===== src/rtl/rgb_seq_pkg.sv =====
// rtl/rgb_seq_pkg.sv - shared types, constants and step helper for the colour fade sequencer
// Contents: state_t FSM encoding, NUM_COLORS, color_t table entry, DEFAULT_TABLE reset contents,
//           step_chan() single-channel one-LSB move toward a target.
package rgb_seq_pkg;

    typedef enum logic [1:0] {
        IDLE = 2'd0,
        LOAD = 2'd1,
        RAMP = 2'd2,
        HOLD = 2'd3
    } state_t;

    localparam int NUM_COLORS     = 4;
    localparam int DEFAULT_DUTY_W = 8;

    typedef struct packed {
        logic [DEFAULT_DUTY_W-1:0] red;
        logic [DEFAULT_DUTY_W-1:0] green;
        logic [DEFAULT_DUTY_W-1:0] blue;
    } color_t;

    // Non-zero channels here mean "full scale" at whatever DUTY_W the top is built with.
    localparam color_t DEFAULT_TABLE [NUM_COLORS] = '{
        '{red: 8'hFF, green: 8'h00, blue: 8'h00},
        '{red: 8'h00, green: 8'hFF, blue: 8'h00},
        '{red: 8'h00, green: 8'h00, blue: 8'hFF},
        '{red: 8'hFF, green: 8'hFF, blue: 8'hFF}
    };

    // One step toward the target; saturates at the target, never overshoots or wraps.
    function automatic int unsigned step_chan(input int unsigned cur, input int unsigned tgt);
        if (cur < tgt) begin
            return cur + 1;
        end else if (cur > tgt) begin
            return cur - 1;
        end
        return cur;
    endfunction

endpackage


===== src/rtl/rgb_fade_sequencer_if.sv =====
// rtl/rgb_fade_sequencer_if.sv - control, table-write and duty-output bundle of the colour sequencer
// master: drives enable and the cfg_* table write port, observes duty_*, duty_valid, color_idx, busy.
// slave:  the sequencer itself.
interface rgb_fade_sequencer_if #(
    parameter int DUTY_W = 8
);
    logic              enable;
    logic              cfg_we;
    logic [1:0]        cfg_addr;
    logic [DUTY_W-1:0] cfg_red;
    logic [DUTY_W-1:0] cfg_green;
    logic [DUTY_W-1:0] cfg_blue;
    logic [DUTY_W-1:0] duty_red;
    logic [DUTY_W-1:0] duty_green;
    logic [DUTY_W-1:0] duty_blue;
    logic              duty_valid;
    logic [1:0]        color_idx;
    logic              busy;

    modport master (
        output enable, cfg_we, cfg_addr, cfg_red, cfg_green, cfg_blue,
        input  duty_red, duty_green, duty_blue, duty_valid, color_idx, busy
    );

    modport slave (
        input  enable, cfg_we, cfg_addr, cfg_red, cfg_green, cfg_blue,
        output duty_red, duty_green, duty_blue, duty_valid, color_idx, busy
    );
endinterface


===== src/rtl/rgb_seq_prescaler.sv =====
// rtl/rgb_seq_prescaler.sv - step tick generator, one tick every STEP_DIV clocks while run is high
// Ports: clk, rst (sync active-high), clear (force count to 0), run (count enable),
//        tick (high in the cycle the count equals STEP_DIV-1; count wraps that same cycle).
module rgb_seq_prescaler #(
    parameter int STEP_DIV = 1000
) (
    input  logic clk,
    input  logic rst,
    input  logic clear,
    input  logic run,
    output logic tick
);
    localparam int CW = $clog2(STEP_DIV);

    logic [CW-1:0] cnt_q;

    assign tick = run && (cnt_q == CW'(STEP_DIV - 1));

    always_ff @(posedge clk) begin
        if (rst || clear) begin
            cnt_q <= '0;
        end else if (run) begin
            cnt_q <= tick ? '0 : cnt_q + CW'(1);
        end
    end
endmodule


===== src/rtl/rgb_fade_sequencer.sv =====
// rtl/rgb_fade_sequencer.sv - 4-entry colour table sequencer ramping three duty levels one LSB per tick
// Ports: clk, rst (sync active-high), bus (rgb_fade_sequencer_if.slave: enable, cfg_* table write,
//        duty_* levels, duty_valid change strobe, color_idx active entry, busy = not IDLE).
// Option: RGB_SEQ_SKIP_BLACK_EN - LOAD skips all-zero entries, accepting after four consecutive skips.
module rgb_fade_sequencer
    import rgb_seq_pkg::*;
#(
    parameter int DUTY_W     = 8,
    parameter int STEP_DIV   = 1000,
    parameter int HOLD_STEPS = 256
) (
    input  logic                 clk,
    input  logic                 rst,
    rgb_fade_sequencer_if.slave  bus
);
    localparam int HCW = (HOLD_STEPS > 1) ? $clog2(HOLD_STEPS) : 1;

    typedef logic [DUTY_W-1:0] duty_t;

    state_t         state_q, state_n;
    duty_t          tbl_red   [NUM_COLORS];
    duty_t          tbl_green [NUM_COLORS];
    duty_t          tbl_blue  [NUM_COLORS];
    duty_t          duty_red_q, duty_green_q, duty_blue_q;
    duty_t          duty_red_n, duty_green_n, duty_blue_n;
    duty_t          tgt_red_q, tgt_green_q, tgt_blue_q;
    duty_t          tgt_red_n, tgt_green_n, tgt_blue_n;
    logic           duty_valid_q, duty_valid_n;
    logic [1:0]     idx_q, idx_n;
    logic [HCW-1:0] hold_q, hold_n;
    logic           pre_clear, pre_run, tick;
    logic           at_target;
`ifdef RGB_SEQ_SKIP_BLACK_EN
    logic [2:0]     skip_q, skip_n;
    logic           entry_black;
`endif

    assign pre_run   = (state_q == RAMP) || (state_q == HOLD);
    assign at_target = (duty_red_q == tgt_red_q) && (duty_green_q == tgt_green_q)
                    && (duty_blue_q == tgt_blue_q);

    rgb_seq_prescaler #(.STEP_DIV(STEP_DIV)) u_prescaler (
        .clk   (clk),
        .rst   (rst),
        .clear (pre_clear),
        .run   (pre_run),
        .tick  (tick)
    );

    // Writes land at the clock edge, so a LOAD in the same cycle still sees the old entry.
    always_ff @(posedge clk) begin
        if (rst) begin
            for (int i = 0; i < NUM_COLORS; i++) begin
                tbl_red[i]   <= {DUTY_W{DEFAULT_TABLE[i].red   != '0}};
                tbl_green[i] <= {DUTY_W{DEFAULT_TABLE[i].green != '0}};
                tbl_blue[i]  <= {DUTY_W{DEFAULT_TABLE[i].blue  != '0}};
            end
        end else if (bus.cfg_we) begin
            tbl_red[bus.cfg_addr]   <= bus.cfg_red;
            tbl_green[bus.cfg_addr] <= bus.cfg_green;
            tbl_blue[bus.cfg_addr]  <= bus.cfg_blue;
        end
    end

    always_ff @(posedge clk) begin
        if (rst) begin
            state_q      <= IDLE;
            duty_red_q   <= '0;
            duty_green_q <= '0;
            duty_blue_q  <= '0;
            tgt_red_q    <= '0;
            tgt_green_q  <= '0;
            tgt_blue_q   <= '0;
            duty_valid_q <= 1'b0;
            idx_q        <= '0;
            hold_q       <= '0;
`ifdef RGB_SEQ_SKIP_BLACK_EN
            skip_q       <= '0;
`endif
        end else begin
            state_q      <= state_n;
            duty_red_q   <= duty_red_n;
            duty_green_q <= duty_green_n;
            duty_blue_q  <= duty_blue_n;
            tgt_red_q    <= tgt_red_n;
            tgt_green_q  <= tgt_green_n;
            tgt_blue_q   <= tgt_blue_n;
            duty_valid_q <= duty_valid_n;
            idx_q        <= idx_n;
            hold_q       <= hold_n;
`ifdef RGB_SEQ_SKIP_BLACK_EN
            skip_q       <= skip_n;
`endif
        end
    end

`ifdef RGB_SEQ_SKIP_BLACK_EN
    assign entry_black = (tbl_red[idx_q] == '0) && (tbl_green[idx_q] == '0)
                      && (tbl_blue[idx_q] == '0);
`endif

    always_comb begin
        state_n      = state_q;
        duty_red_n   = duty_red_q;
        duty_green_n = duty_green_q;
        duty_blue_n  = duty_blue_q;
        tgt_red_n    = tgt_red_q;
        tgt_green_n  = tgt_green_q;
        tgt_blue_n   = tgt_blue_q;
        duty_valid_n = 1'b0;
        idx_n        = idx_q;
        hold_n       = hold_q;
        pre_clear    = 1'b0;
`ifdef RGB_SEQ_SKIP_BLACK_EN
        skip_n       = '0;
`endif
        // Dropping enable freezes duties and colour index; only the state falls back.
        if ((state_q != IDLE) && !bus.enable) begin
            state_n = IDLE;
        end else begin
            case (state_q)
                IDLE: begin
                    if (bus.enable) begin
                        state_n = LOAD;
                    end
                end
                LOAD: begin
                    tgt_red_n   = tbl_red[idx_q];
                    tgt_green_n = tbl_green[idx_q];
                    tgt_blue_n  = tbl_blue[idx_q];
                    pre_clear   = 1'b1;
                    state_n     = RAMP;
`ifdef RGB_SEQ_SKIP_BLACK_EN
                    // After four skips every entry is black; take the current one anyway.
                    if (entry_black && (skip_q != 3'd4)) begin
                        idx_n   = idx_q + 2'd1;
                        skip_n  = skip_q + 3'd1;
                        state_n = LOAD;
                    end
`endif
                end
                RAMP: begin
                    if (at_target) begin
                        state_n = HOLD;
                        hold_n  = '0;
                    end else if (tick) begin
                        duty_red_n   = DUTY_W'(step_chan(32'(duty_red_q),   32'(tgt_red_q)));
                        duty_green_n = DUTY_W'(step_chan(32'(duty_green_q), 32'(tgt_green_q)));
                        duty_blue_n  = DUTY_W'(step_chan(32'(duty_blue_q),  32'(tgt_blue_q)));
                        duty_valid_n = 1'b1;
                    end
                end
                HOLD: begin
                    if (tick) begin
                        if (hold_q == HCW'(HOLD_STEPS - 1)) begin
                            idx_n   = idx_q + 2'd1;
                            state_n = LOAD;
                        end else begin
                            hold_n = hold_q + HCW'(1);
                        end
                    end
                end
                default: state_n = IDLE;
            endcase
        end
    end

    assign bus.duty_red   = duty_red_q;
    assign bus.duty_green = duty_green_q;
    assign bus.duty_blue  = duty_blue_q;
    assign bus.duty_valid = duty_valid_q;
    assign bus.color_idx  = idx_q;
    assign bus.busy       = (state_q != IDLE);

endmodule

===== src/flat_wrapper.sv =====
// flat-port wrapper written by rule: the top's interface ports become plain ports
module rgb_fade_sequencer_flat import rgb_seq_pkg::*;
#(
    parameter int DUTY_W     = 8,
    parameter int STEP_DIV   = 1000,
    parameter int HOLD_STEPS = 256
)
  (clk, rst, bus_enable, bus_cfg_we, bus_cfg_addr, bus_cfg_red, bus_cfg_green, bus_cfg_blue, bus_duty_red, bus_duty_green, bus_duty_blue, bus_duty_valid, bus_color_idx, bus_busy);
  rgb_fade_sequencer_if #(.DUTY_W(DUTY_W)) bus_i ();
  input  logic clk;
  input  logic rst;
  input wire logic [$bits(bus_i.enable)-1:0] bus_enable;
  input wire logic [$bits(bus_i.cfg_we)-1:0] bus_cfg_we;
  input wire logic [$bits(bus_i.cfg_addr)-1:0] bus_cfg_addr;
  input wire logic [$bits(bus_i.cfg_red)-1:0] bus_cfg_red;
  input wire logic [$bits(bus_i.cfg_green)-1:0] bus_cfg_green;
  input wire logic [$bits(bus_i.cfg_blue)-1:0] bus_cfg_blue;
  output wire logic [$bits(bus_i.duty_red)-1:0] bus_duty_red;
  output wire logic [$bits(bus_i.duty_green)-1:0] bus_duty_green;
  output wire logic [$bits(bus_i.duty_blue)-1:0] bus_duty_blue;
  output wire logic [$bits(bus_i.duty_valid)-1:0] bus_duty_valid;
  output wire logic [$bits(bus_i.color_idx)-1:0] bus_color_idx;
  output wire logic [$bits(bus_i.busy)-1:0] bus_busy;
  assign bus_i.enable = bus_enable;
  assign bus_i.cfg_we = bus_cfg_we;
  assign bus_i.cfg_addr = bus_cfg_addr;
  assign bus_i.cfg_red = bus_cfg_red;
  assign bus_i.cfg_green = bus_cfg_green;
  assign bus_i.cfg_blue = bus_cfg_blue;
  assign bus_duty_red = bus_i.duty_red;
  assign bus_duty_green = bus_i.duty_green;
  assign bus_duty_blue = bus_i.duty_blue;
  assign bus_duty_valid = bus_i.duty_valid;
  assign bus_color_idx = bus_i.color_idx;
  assign bus_busy = bus_i.busy;
  rgb_fade_sequencer #(.DUTY_W(DUTY_W), .STEP_DIV(STEP_DIV), .HOLD_STEPS(HOLD_STEPS)) u_core (.clk(clk), .rst(rst), .bus(bus_i));
endmodule

===== config.mk =====
export PLATFORM = sky130hd
export DESIGN_NAME = rgb_fade_sequencer_flat
export DESIGN_NICKNAME = d
export VERILOG_FILES = /design/src/rtl/rgb_seq_pkg.sv /design/src/rtl/rgb_fade_sequencer_if.sv /design/src/rtl/rgb_seq_prescaler.sv /design/src/rtl/rgb_fade_sequencer.sv /design/src/flat_wrapper.sv
export SDC_FILE = /design/constraint.sdc
export NUM_CORES = 1
export LEC_CHECK = 0
export CAP_MARGIN = 30
export CORE_ASPECT_RATIO = 1.25
export CORE_UTILIZATION = 35
export CTS_BUF_LIST = sky130_fd_sc_hd__clkbuf_4
export DETAILED_ROUTE_END_ITERATION = 16
export PLACE_DENSITY = 0.57
export SYNTH_ARGS = -nofsm -noshare
export SYNTH_HDL_FRONTEND = slang
export SYNTH_SLANG_ARGS = --single-unit

===== constraint.sdc =====
create_clock -name clk -period 3.9 [get_ports clk]
set_input_delay 1.17 -clock clk [delete_from_list [all_inputs] [get_ports clk]]
set_output_delay 1.17 -clock clk [all_outputs]
set_load 0.02 [all_outputs]

# After elaboration in Yosys (flattened, before gate mapping)

Memory sizes are Yosys's and may differ from the RTL's. A register that Yosys moved wholly into a read port is not among the register bits.
Index checks and enable logic that the tools add are counted.

Register bits: 47
Memory bits (writable): 96
Bits of input ports: 30
Output and inout port bits: 28
Logic and storage cells: 115
Memories: 3

Memories:

| name             | words | bits a word | rd ports | clocked after memory_dff | wr ports | line                     | RTL |
|---|---|---|---|---|---|---|---|
| u_core.tbl_blue  | 4     | 8           | 1        | 1                        | 4        | rgb_fade_sequencer.sv:23 | `duty_t tbl_blue [NUM_COLORS];` |
| u_core.tbl_green | 4     | 8           | 1        | 1                        | 4        | rgb_fade_sequencer.sv:22 | `duty_t tbl_green [NUM_COLORS];` |
| u_core.tbl_red   | 4     | 8           | 1        | 1                        | 4        | rgb_fade_sequencer.sv:21 | `duty_t tbl_red [NUM_COLORS];` |

Add/subtract/negate cells: 9
Magnitude comparators: 6
Equal/unequal tests: 13
Multiplexer cells: 51
Bitwise logic cells: 3
Reduce and logical (&&, ||, !) cells: 22

Operators with widths:

| kind                    | number |
|---|---|
| $mux W8                 | 12 |
| $add A8 B1 Y8 const B   | 4 |
| $mux W1                 | 29 |
| $eq A8 B8 Y1            | 3 |
| $gt A8 B8 Y1            | 3 |
| $lt A8 B8 Y1            | 3 |
| $reduce_or A8 Y1        | 3 |
| $sub A8 B1 Y8 const B   | 3 |
| $reduce_and A5 Y1       | 4 |
| $pmux W8 S2             | 1 |
| $mux W2                 | 7 |
| $add A10 B1 Y10 const B | 1 |
| $eq A10 B10 Y1 const B  | 1 |
| $mux W10                | 1 |
| $eq A8 B8 Y1 const B    | 1 |
| $ne A2 B2 Y1 const B    | 4 |
| $pmux W2 S4             | 1 |
| $reduce_and A4 Y1       | 2 |
| $eq A2 B2 Y1 const B    | 2 |
| $logic_and A1 B1 Y1     | 4 |
| $reduce_bool A2 Y1      | 2 |
| $reduce_or A4 Y1        | 1 |
| $not A1 Y1              | 3 |
| $add A2 B1 Y2 const B   | 1 |
| other kinds (7)         | 8 |

# Depth between registers and ports, before layout

Word-level depth: 8
Gate-level depth with buffers: 11
Gate-level depth less buffers: 9

# Hierarchy

A second synthesis with hierarchy kept.

Cells, all modules: 833
Area total of the unflattened synthesis: 8668.3 sq um

By module, submodules not included:

| module             | instances | cells each | area each (sq um) | sequential area each (sq um) |
|---|---|---|---|---|
| rgb_fade_sequencer | 1         | 777        | 8179.1            | 4103.9 |
| rgb_seq_prescaler  | 1         | 56         | 489.2             | 200.2 |

# Worst setup path before layout

Ideal clock, no wire load.

Kind: input port to flip-flop
Start point: input port rst
End point: memory u_core.tbl_blue[0][0] (netlist name), enable pin
Library setup time: 0.358 ns
Data arrival time: 2.832 ns
Data required time: 3.542 ns
Setup slack: 0.710 ns
Stages on the path: 5
Buffers on the path: 2
Cell sequence: clkbuf_1 > nor2b_1 > nor3b_1 > clkbuf_1 > or2_2

RTL lines:

| item        | line                     | RTL |
|---|---|---|
| from (decl) | flat_wrapper.sv:11       | `input logic rst;` |
| to (decl)   | rgb_fade_sequencer.sv:23 |  |

# Worst setup path after layout

Start point: register u_core.state_q[1]
End point: output port bus_busy

Word-level cells in the longest chain between the ends: 1

Ends and longest elaborated chain:

| item                   | line                      | RTL |
|---|---|---|
| from (decl)            | rgb_fade_sequencer.sv:20  | `state_t state_q, state_n;` |
| from (signal assigned) | rgb_fade_sequencer.sv:81  | `state_q <= state_n;` |
| $reduce_bool A2 Y1     | rgb_fade_sequencer.sv:173 | `assign bus.busy = (state_q != IDLE);` |
| to (decl)              | flat_wrapper.sv:23        | `output wire logic [$bits(bus_i.busy)-1:0] bus_busy;` |

Every way passes these cells.

==> results.md <==
Floorplan:
- In this run the vertical extent of the chip is between 150 and 200 um.
- The area inside the core boundary is 23800 um^2.
- After floorplanning, the core was divided into 63 placement rows.
- The count of pins on the block boundary is 58.
- The die area is 25000 um^2.
- In this run the horizontal extent of the chip is roughly 140 um.
- The initial core utilization is between 30% and 40%.

Timing:
- The final-report setup violation count is 0.
- The clock arrives with 0.0219 ns of skew.
- The clock period minus final worst setup slack is 3.19 ns.
- The worst path uses 81.8% of the clock period.
- The max-slew violation total from the final report is 0.
- The hold violation total from the final report came to 0.
- Setup repair after global routing left no endpoint under its margin.
- The final sum of negative setup slack is 0 ns.
- In this run the tightest slew margin relative to its limit is 49.3%.
- The slew at the pin closest to its max-slew limit is 0.757 ns.
- The fmax is 314 MHz.

Pwr:
- Summed over all nets, the switching power comes to around 1.7 mW.
- The portion of total power attributed to combinational logic is about a third.
- Of the total power, the clock network draws around 21%.
- Of the total power, registers draw 45.7%.
- The cell-internal power is around 2.9 mW.
- The worst ir drop on vdd is approximately 260 uV.
- Dividing total power by cell area gives a power density of ~470 nW/um^2.
- For this design the static power due to leakage is 3.26 nW.
- Of the total power, the share spent switching nets is a little under two fifths.

Drt:
- The first-iteration detailed-routing DRC count is around 380.
- In the final routed layout, each cell accounts on average for roughly 15 um.
- For this run, the detailed router's first-pass iteration total came to 4.
- The final layout contains routed wiring with a total length of 18100 um.
- The DRC violation count after routing is 0.
- Using the TritonRoute via totals, the vias-per-cell ratio works out to 4.92.
- The via count of the routed design is between 5000 and 6000.
- The post-route antenna net violation count is 0.

Outcome:
- The run finished with clean final reports.

Logic synthesis:
- The number of synthesized flops with an enable pin is 96.
- The cell area after technology mapping is around 8500 um^2.
- The post-synthesis cell type with the largest combined area is sky130_fd_sc_hd__edfxtp_1.
- The average size of a mapped cell is 10.7 um^2.
- Yosys mapped the design onto 64 distinct sky130hd cell types.
- Yosys attributes the largest share of cell area to sky130_fd_sc_hd__edfxtp_1, sky130_fd_sc_hd__dfxtp_1, sky130_fd_sc_hd__mux4_2.
- The commonest register cell after synthesis is sky130_fd_sc_hd__edfxtp_1.
- The commonest cells after synthesis are sky130_fd_sc_hd__edfxtp_1, sky130_fd_sc_hd__nand2_1, sky130_fd_sc_hd__dfxtp_1, sky130_fd_sc_hd__a21oi_1, sky130_fd_sc_hd__nand2b_1.
- The most frequent cell after synthesis is sky130_fd_sc_hd__edfxtp_1.
- Of all flip-flops after synthesis, the portion carrying an async set or reset was 0%.
- After synthesis the netlist holds a flip-flop and latch count of roughly 170.
- The synthesized netlist net count is 863.
- The instance count of the mapped netlist is a little under 800.
- During synthesis, Yosys emitted a total of 0 warnings.
- After synthesis, flip-flops and latches occupy roughly half of the total area.
- The share of synthesized area in the top cell type comes to 33.8%.

Placed design:
- The global placer's final weighted congestion is 0.792.
- The HPWL after detailed placement is 12500 um.
- Once placement finished, the instance area stood at roughly 9500 um^2.
- The total of buffers placed on input and output ports is 57.

Worst setup path:
- The most common cell type on the critical path is sky130_fd_sc_hd__inv_1.
- The highest cell delay on the worst timing path is approximately 0.6 ns.
- The kind of end point of the critical path is an output pin.
- The endpoint identified for the worst register-to-register timing path is u_core.bus.duty_blue[1].
- The startpoint type of the worst setup path is a register.
- Data arrives at the worst endpoint at between 2 and 2.5 ns.
- In this run the worst path has a maximum fanout of 4.
- The slowest stage of the critical path belongs to the cell sky130_fd_sc_hd__clkdlybuf4s50_1.
- The data required time of the critical path is 2.73 ns.
- Walking the worst path, the cells encountered are inv_1 -> ha_1 -> inv_1 -> clkdlybuf4s50_1.
- The reg2reg setup slack is 1.26 ns.
- Counting cells, the worst reg-to-reg path comes to 10.
- The source of the worst register-to-register timing path is u_core.bus.duty_red[0].
- The setup path with the least slack is of type reg2out.

Global routing:
- Entering global routing, the biggest net connects 46 pins.
- The via count of the first global-routing pass is 5703.
- The initial antenna violation count is 1.
- Across every metal layer, demand over resource in global routing totals approximately 15%.
- The first global-routing pass estimated 29400 um of wire.
- The total overflow left after global routing is 0.

Clock tree:
- After clock tree synthesis, the setup repair step added 0 buffers.
- The maximum buffer depth of the clock tree is 2.
- The number of clock buffers added by TritonCTS is 17.
- The CTS sink count is approximately 170.
- The H-tree was split into 4 levels.
- The hold-fix buffer count after cts is 0.
- TritonCTS built the clock tree.
- The worst-skew pair later-pin latency is around 0.60 ns.
- The post-CTS resize count is 0.
- The root buffer cell chosen for the clock tree is sky130_fd_sc_hd__clkbuf_4.
- After clock tree synthesis, the clock-pin slew on the worst setup and hold paths is 0.14 ns.

Cells and area:
- The signed area change from the synthesized netlist to the final layout is 14.0%.
- The number of fill cells in the layout is 2367.
- The finished cells cover 9730 um^2.
- The fraction of final layout cells with drive strength greater than 1 is 12.5%.
- After the last flow step, the layout net total stands at 913.

Job:
- The tool flagged a number of max-cap violations equal to 0.

Worst hold path:
- Along the worst hold path, the cell count comes to 2.
- The worst hold path begins at u_core.tgt_red_q[3].
- The worst hold path endpoint is u_core.tgt_red_q[3].
- The min-delay analysis places its worst path in the category reg2reg.
==> layer usage <==
metal / track usage [%] / share of wire (%) / up-vias / wire (um)
li1: - / - / 2949 / -
met1: 19.1 / 44 / 2751 / 7940
met2: 26.3 / 51 / 111 / 9160
met3: 2.87 / 3.6 / 23 / 646
met4: 6.27 / 2.1 / 0 / 385
met5: 0 / 0 / - / 0
==> worst max-delay path by stage <==
stage	from	end	slack, ns	depth (start not counted)
after floorplan	rst	u_core.tbl_blue[0][0]	0.71	5
after global placement	bus_enable	u_core.bus.duty_blue[3]	0.55	9
after detailed placement	bus_enable	u_core.bus.duty_blue[3]	0.48	9
after CTS	u_core.state_q[0]	bus_busy	0.64	4
after global routing	u_core.state_q[0]	bus_busy	0.59	4
final	u_core.state_q[1]	bus_busy	0.71	4
==> critical path: cells and delay by family, from the launching register on <==
| family | cells | cell delay, ns |
|---|---|---|
| buffers and inverters | 3 | 0.79 |
| flip-flops | 1 | 0.42 |
| adder cells (fa/ha/maj) | 1 | 0.23 |
==> final cells by class <==
type                       count  area [um^2]  share of cell area, %
inverter                      33          124                   1.27
multi-input combinational    555         3950                   40.6
antenna                        1         2.50                 0.0257
sequential                   167         4310                   44.2
clock buffer                  18          135                   1.39
clock inverter                14          116                   1.20
tap                          325          407                   4.18
timing repair buffer          72          691                   7.10
==> cell usage in the layout (no fill, tap or decap), drive strengths merged, types with 23 or more instances in the layout <==
cell type	n
a21oi	61
ha	37
nand2	78
dfxtp	71
nand3	23
mux4	24
clkdlybuf4s50	56
nor2	51
nand2b	56
inv	39
edfxtp	96
and2	50
==> power groups by stage <==
stage	clock (mW)	combinational, mW	sequential, mW
2_1_floorplan	0	1.21	2.10
3_3_place_gp	0	1.54	2.11
3_5_place_dp	0	1.53	2.12
4_1_cts	0.983	1.54	2.08
5_1_grt	1.04	1.72	2.09
6_report	0.939	1.52	2.07
==> state kept, by name, summed over array words and instances, names as in the netlist <==
register,count
u_core.bus.duty_blue,8
u_core.tgt_red_q,8
u_core.tbl_blue,32
u_core.bus.duty_green,8
u_core.state_q,2
u_core.bus.duty_red,8
u_core.bus.color_idx,2
u_core.tgt_blue_q,8
u_core.hold_q,8
u_core.u_prescaler.cnt_q,10
u_core.tbl_red,32
u_core.bus.duty_valid,1
u_core.tbl_green,32
u_core.tgt_green_q,8
==> metrics by stage <==
| stage | hold WS, ns | setup slack (ns) | total power [mW] | cells | utilization (%) |
|---|---|---|---|---|---|
| final | 0.462 | 0.712 | 4.53 | 1185 | 40.9 |
| after global placement | 0.443 | 0.546 | 3.65 | 1152 | 39.8 |
| after floorplan | 0.436 | 0.710 | 3.31 | 796 | - |
| after global routing | 0.485 | 0.590 | 4.85 | 1185 | 40.9 |
| after CTS | 0.467 | 0.641 | 4.60 | 1184 | 40.9 |
| after detailed placement | 0.448 | 0.485 | 3.64 | 1152 | 39.8 |
==> cell families after synthesis <==
logic type / synth area share (%)
fa+ha+maj: 5.42
xor+xnor: 2.05
mux: 7.71
flops: 50.4
compound gates: 8.95
simple gates: 22.1
buf+inv: 3.40
Power figures use the tool's default switching activity.
